--- config.mk ---
export PLATFORM = sky130hd
export DESIGN_NAME = photon_binner
export DESIGN_NICKNAME = d
export VERILOG_FILES = /design/src/rtl/photon_binner.sv
export SDC_FILE = /design/constraint.sdc
export NUM_CORES = 1
export LEC_CHECK = 0
export CORE_MARGIN = 4
export CORE_UTILIZATION = 40
export CTS_CLUSTER_SIZE = 16
export DETAILED_ROUTE_END_ITERATION = 6
export MAX_ROUTING_LAYER = met4
export SLEW_MARGIN = 30
export SYNTH_ARGS = -nofsm -noshare
export SYNTH_HDL_FRONTEND = slang
export SYNTH_SLANG_ARGS = --single-unit
--- constraint.sdc ---
create_clock -name clk -period 5.4 [get_ports clk]
set_clock_uncertainty 0.15 [all_clocks]
set_input_delay 0.54 -clock clk [delete_from_list [all_inputs] [get_ports clk]]
set_output_delay 0.54 -clock clk [all_outputs]
set_load 0.05 [all_outputs]
--- src/rtl/photon_binner.sv ---
// Photon binner: synchronises the detector pulse train, bins rising edges per
// sample period and sequences correlator clear / run / done for each measurement.
module photon_binner #(
  parameter int unsigned CLR_CYCLES = 512,
  parameter int unsigned PER_W      = 16,
  parameter int unsigned CNT_W      = 32
) (
  input  logic             clk,
  input  logic             rst,
  input  logic             photon,
  input  logic             start,
  input  logic             stop,
  input  logic [PER_W-1:0] period,
  input  logic [CNT_W-1:0] nSamples,
  output logic [7:0]       corrData,
  output logic             corrSig,
  output logic             corrClr,
  output logic             busy,
  output logic             done,
  output logic [15:0]      satCnt
);

  localparam int unsigned CLR_W = (CLR_CYCLES > 1) ? $clog2(CLR_CYCLES) : 1;
  localparam int unsigned BIN_W = 9;

  typedef enum logic [1:0] {IDLE, CLEAR, RUN, DONE} stateE;

  stateE            state;
  stateE            stateNext;
  logic [2:0]       syncQ;
  logic             edgeEv;
  logic [PER_W-1:0] periodEff;
  logic [PER_W-1:0] perLat;
  logic [CNT_W-1:0] nLat;
  logic [PER_W-1:0] perCnt;
  logic [CNT_W-1:0] sampleCnt;
  logic [CLR_W-1:0] clrCnt;
  logic [BIN_W-1:0] bin;
  logic             binOvf;
  logic [BIN_W-1:0] binSum;
  logic             saturated;
  logic             loadRun;
  logic             terminal;
  logic             lastSample;

  // Periods below 2 would leave no room between strobes
  assign periodEff = (period < PER_W'(2)) ? PER_W'(2) : period;

  // Next-state and per-cycle control decisions
  always_comb begin
    stateNext  = state;
    loadRun    = 1'b0;
    terminal   = 1'b0;
    lastSample = 1'b0;
    binSum     = bin + BIN_W'(edgeEv);
    saturated  = binOvf | binSum[BIN_W-1];
    case (state)
      IDLE: begin
        if (start && !stop) begin
          stateNext = CLEAR;
          loadRun   = 1'b1;
        end
      end
      CLEAR: begin
        if (stop) begin
          stateNext = DONE;
        end else if (clrCnt == CLR_W'(CLR_CYCLES - 1)) begin
          stateNext = RUN;
        end
      end
      RUN: begin
        terminal   = (perCnt == perLat - PER_W'(1));
        lastSample = terminal && (nLat != '0) && (sampleCnt + CNT_W'(1) == nLat);
        if (stop || lastSample) begin
          stateNext = DONE;
        end
      end
      DONE: begin
        if (start) begin
          stateNext = CLEAR;
          loadRun   = 1'b1;
        end
      end
      default: stateNext = IDLE;
    endcase
  end

  // State register
  always_ff @(posedge clk) begin
    if (rst) begin
      state <= IDLE;
    end else begin
      state <= stateNext;
    end
  end

  // Input synchroniser and rising-edge detector
  always_ff @(posedge clk) begin
    if (rst) begin
      syncQ  <= '0;
      edgeEv <= 1'b0;
    end else begin
      syncQ  <= {syncQ[1:0], photon};
      edgeEv <= syncQ[1] & ~syncQ[2];
    end
  end

  // Run control outputs and binning datapath
  always_ff @(posedge clk) begin
    if (rst) begin
      corrData  <= '0;
      corrSig   <= 1'b0;
      corrClr   <= 1'b0;
      busy      <= 1'b0;
      done      <= 1'b0;
      satCnt    <= '0;
      perLat    <= '0;
      nLat      <= '0;
      perCnt    <= '0;
      sampleCnt <= '0;
      clrCnt    <= '0;
      bin       <= '0;
      binOvf    <= 1'b0;
    end else begin
      corrSig <= 1'b0;
      corrClr <= (stateNext == CLEAR);
      busy    <= (stateNext == CLEAR) || (stateNext == RUN);
      done    <= (stateNext == DONE);

      if (loadRun) begin
        perLat    <= periodEff;
        nLat      <= nSamples;
        satCnt    <= '0;
        sampleCnt <= '0;
      end

      if (state == CLEAR) begin
        clrCnt <= clrCnt + CLR_W'(1);
      end else begin
        clrCnt <= '0;
      end

      // Outside RUN the bin is discarded so an abort never leaks a partial count
      if (state != RUN) begin
        perCnt <= '0;
        bin    <= '0;
        binOvf <= 1'b0;
      end else if (terminal) begin
        perCnt    <= '0;
        bin       <= '0;
        binOvf    <= 1'b0;
        corrData  <= saturated ? 8'hFF : binSum[7:0];
        corrSig   <= 1'b1;
        sampleCnt <= sampleCnt + CNT_W'(1);
        if (saturated && (satCnt != 16'hFFFF)) begin
          satCnt <= satCnt + 16'd1;
        end
      end else begin
        perCnt <= perCnt + PER_W'(1);
        if (binSum[BIN_W-1]) begin
          bin    <= BIN_W'(255);
          binOvf <= 1'b1;
        end else begin
          bin <= binSum;
        end
      end
    end
  end

endmodule
* Yosys cells after proc, flatten, opt, wreduce, memory -nomap -nowiden
Index checks and enable logic that the tools add are counted.
Widths: inputs -> output; s select.
** Word-level totals
- Register bits :: 149
- Input port bits :: 53
- Output and inout bits :: 28
** Cells by class
- Add/subtract/negate cells :: 6
- Order comparisons :: 1
- Equal/unequal tests :: 11
- Muxes and demuxes :: 21
- Bitwise logic cells :: 5
- Reductions and logical operators :: 13
** Operator list (count)
- $mux 32 :: 3
- $mux 16 :: 5
- $add 16x1->16 const B :: 2
- $add 32x1->32 const B :: 1
- $eq 32x32->1 :: 1
- $reduce_bool 32->1 :: 1
- $eq 16x16->1 :: 1
- $lt 16x2->1 const B :: 1
- $mux 8 :: 2
- $ne 16x16->1 const B :: 1
- $sub 16x1->16 const B :: 1
- $mux 2 :: 5
- $add 9x1->9 :: 1
- $add 9x1->9 const B :: 1
- $eq 9x9->1 const B :: 1
- $eq 2x2->1 const B :: 4
- $pmux 2 s4 :: 1
- $eq 2x1->1 const B :: 2
- $logic_and 1x1->1 :: 4
- $mux 1 :: 4
- $reduce_or 2->1 :: 2
- $not 1->1 :: 3
- $reduce_or 3->1 :: 1
- $logic_not 2->1 :: 1
- 7 further kinds :: 8

* Depth between registers and ports, before layout
- Depth in word-level cells :: 9
- Mapped depth :: 14

* Worst setup path after synthesis
Ideal clock, no wire load.
- Kind :: register to register
- Start point :: register sampleCnt[0]
- End point :: register busy
- Library setup time :: 127 ps
- Data arrival time :: 3055 ps
- Data required time :: 5123 ps
- Slack :: 2067 ps
- Cell stages (with the launch flop) :: 12
- Path buffers :: 1
- Clock period less this slack :: 3333 ps
- Path through :: dfxtp_1 ha_1 clkbuf_1 nand4_1 nor4_2 nand2_1 xnor2_1 a2111oi_0 nand4_1 o31ai_1 ha_1 nor2b_1
** Between the ends
- Longest elaborated chain between the ends :: 8
- Elaborated cells on any way between the ends :: 9
- Those cells by class :: add/sub: 1; eq/ne: 3; mux: 2; reduce/logical: 3
** RTL lines
- start: declaration :: line 36 : logic [CNT_W-1:0] sampleCnt;
- start signal: assignment :: line 154 : sampleCnt <= sampleCnt + CNT_W'(1);
- $add 32x1->32 * :: line 73 : lastSample = terminal && (nLat != '0) && (sampleCnt + CNT_W'(1) == nLat);
- $eq 32x32->1 * :: line 73
- $logic_and 1x1->1 * :: line 73
- $logic_or 1x1->1 * :: line 74 : if (stop || lastSample) begin
- $mux 2 * :: line 74
- $pmux 2 s4 * :: line 57 : case (state)
- named net stateNext[0] :: line 29 : stateE stateNext;
- $eq 2x1->1 / $eq 2x2->1 (equally long branches) :: line 127 : busy <= (stateNext == CLEAR) || (stateNext == RUN);
- $logic_or 1x1->1 * :: line 127
- end signal: assignment :: line 127
- end: declaration :: line 18 : output logic busy,
The timed path passes the listed nets; every way through them passes the cells marked *.
A chain may end at the register's enable or synchronous reset.

* Worst setup path after layout
- Start point :: register sampleCnt[3]
- End point :: register busy
Same word-level chain as after synthesis.

==> metrics.cfg <==
[synth]
synth-warning-count=0
synth_flop_cell=dfxtp_1
mappedNetlistNets=1189
synthArstFlopShare=0
yosys.area.top_type=dfxtp_1
netlist_top_cells_area=dfxtp_1 (34%), nand2_1 (5.8%), xnor2_1 (5.4%)
synthDistinctLibCells=75
synth-seq-cells=148
yosysMostFrequentCell=dfxtp_1
synth_edf_count=0
synth_seq_area_share=0.341
netlist_instances=1119
synth_area_per_cell_um2=7.77
synthTopCellsByCount=dfxtp_1 (148), nand2_1 (134), nor2_1 (87), a21oi_1 (86), inv_1 (56)
syn-cell-area_um2=8690
synth_top_area_share=0.341

[cts]
cts_buffer_depth=2
ctsHoldBuffers=0
cts_buffers=17
cts_setup_buffers=0
cts_max_level=4
clk-insertion-delay-late_ps=440
root_buffer=clkbuf_16
cts_tree=built
cts_resized=0
cts.clk_slew.worst_paths_ps=80
cts.sinks=148

[power_and_ir_drop]
switching_share=0.325
clkPwrFrac=0.416
ir_drop_uv=210
leakagePower_nw=3.43
powerDensity_nw_per_um2=284
p_sw_w=0.000944
combPwrFrac=0.177
p_int_w=0.00196
seqPwrFrac=0.407

[floorplanning]
ios=81
design.die.area_um2=24100
coreArea_um2=21200
die_x_um=155
rows=53
initial_utilization=0.410
die_height_um=155

[placement]
gp_congestion=0.981
port_buffers=80
post-place-cells=1414
dp_hpwl_mm=19.7

[grt]
grt_pass1_wl_mm=42.7
antenna_found_initial=0
grt_usage=0.228
grt_max_degree=52
grt_pass1_vias=7572
grt_overflow=0

[critical_path]
crit_fanout=12
cp_slowest_cell=or4_1
end_kind=flop
timing.rr.end=busy
r2r_cells=8
cp.arrival_ps=4290
path_cells=nand4_1, or4_1, or4_1, a221oi_1, nand4_1, o31ai_1, ha_1, nor2b_1
max_stage_delay_ps=820
r2r_start=sampleCnt[3]
critical_path_class=reg -> reg
critPathRequiredTime_ps=5550
r2r_slack_ps=1260
cp-start-kind=flop

[hold_path]
hold_end=edgeEv
min_path_cells=1
hold_start=syncQ[2]
hold_path.class=reg -> reg

[detailed_routing]
route.detailed.drc=0
ant_nets=0
drt_iter0_markers=694
dr_total_vias=8406
vias_per_cell=5.81
wire_per_inst_um=18.6
drt_wl_total_mm=26.9
dr.pass1.iters=6

[run_status]
status=finished clean

[sta]
setup_viol=0
max_freq_mhz=242
min_period_ps=4140
tns_ps=0
maxSlewViolCount=0
rsz0062_at_grt=false
max_slew_margin=0.369
finalCritPeriodShare=0.767
worst_pin_slew_ps=939
finalHoldViolCount=0

[final_layout]
stdcell_count=1446
syn2layout_area_growth_pct=17.6
num_antenna_cells=0
drive_gt1_frac=0.0598
nets=1228

[flow_run]
maxCapViolCount=0

how the worst max path moves through the flow:
stage	start	to	slack, ps
after floorplan	sampleCnt[0]	busy	2070
after global placement	sampleCnt[3]	busy	1390
after detailed placement	sampleCnt[3]	busy	1330
after CTS	sampleCnt[3]	busy	1300
after global routing	perLat[0]	sampleCnt[27]	1050
final	sampleCnt[3]	busy	1260
cells by family (layout without fill, tap and decap cells):
family,after synthesis,after routing,synth area share
adders and majority gates,18,18,0.0256
DFF,148,148,0.341
AOI/OAI and AO/OA,248,248,0.185
and+or+nand+nor,483,483,0.290
xor gates and xnor gates,89,89,0.0897
muxes,6,6,0.00705
buffers and inverters,127,179,0.0616
stage by stage:
| step | hold WS [ps] | setup WS, ps | cell area [um^2] | util | total power (W) |
|---|---|---|---|---|---|
| detailed placement | 232 | 1330 | 9610 | 0.453 | 0.00171 |
| CTS | 241 | 1300 | 10200 | 0.482 | 0.00293 |
| floorplan | 217 | 2070 | 8690 | - | 0.00154 |
| finish | 237 | 1260 | 10200 | 0.482 | 0.00290 |
| global route | 261 | 1050 | 10200 | 0.482 | 0.00302 |
| global placement | 224 | 1390 | 9610 | 0.453 | 0.00171 |
cell usage in the layout (no fill, tap or decap), drive strengths merged, types with 11 or more instances in the layout:
cell           synthesis  routed
buf                   27      11
nand3                 49      49
nor4                  33      33
inv                   57      65
xnor2                 54      54
nand4                 34      34
clkbuf                43      17
and4                  11      11
o211ai                20      20
clkdlybuf4s50          0      79
ha                    17      17
o21ai                 51      51
a31oi                 15      15
and2                  17      17
a21oi                 86      86
nor2                  88      88
and3                  16      16
nand2                134     134
nor2b                 18      18
o2111ai               20      20
nor3                  33      33
dfxtp                148     148
xor2                  35      35
critical path, delay by kind of cell, from the launching register on:
family                   cells  cell delay (ps)
AND/OR/NAND/NOR              5             2210
AO/OA/AOI/OAI                2              810
flip-flops                   1              550
adder cells (fa/ha/maj)      1              300
state kept, by name, summed over array words and instances (netlist names), 2 cells and up:
name       count
nLat          32
sampleCnt     32
perCnt        16
perLat        16
satCnt        16
clrCnt         9
bin            8
corrData       8
syncQ          3
state          2
power by group through the flow:
stage               Combinational (W)  Sequential [W]  Clock, W
floorplan                    0.000346         0.00119         0
CTS                          0.000511         0.00118   0.00124
finish                       0.000513         0.00118   0.00121
detailed placement           0.000509         0.00120         0
global placement             0.000510         0.00120         0
global route                 0.000563         0.00119   0.00127
per-layer routing:
layer  wire length (um)  global-route usage  share of wire  up-vias
li1                   -                   -              -     4127
met4                437              0.0542          0.016        0
met5                  0                   -              0        -
met3               1560              0.0342          0.058       41
met1              13100               0.327           0.49     3966
met2              11800               0.337           0.44      272
final cells by class:
type | count | area (um^2)
timing repair buffer | 90 | 871
sequential | 148 | 2960
fill | 2161 | 11000
clock inverter | 15 | 179
tap | 275 | 344
inverter | 57 | 214
clock buffer | 17 | 425
multi-input combinational | 844 | 5220
(Power assumes the default switching activity.)
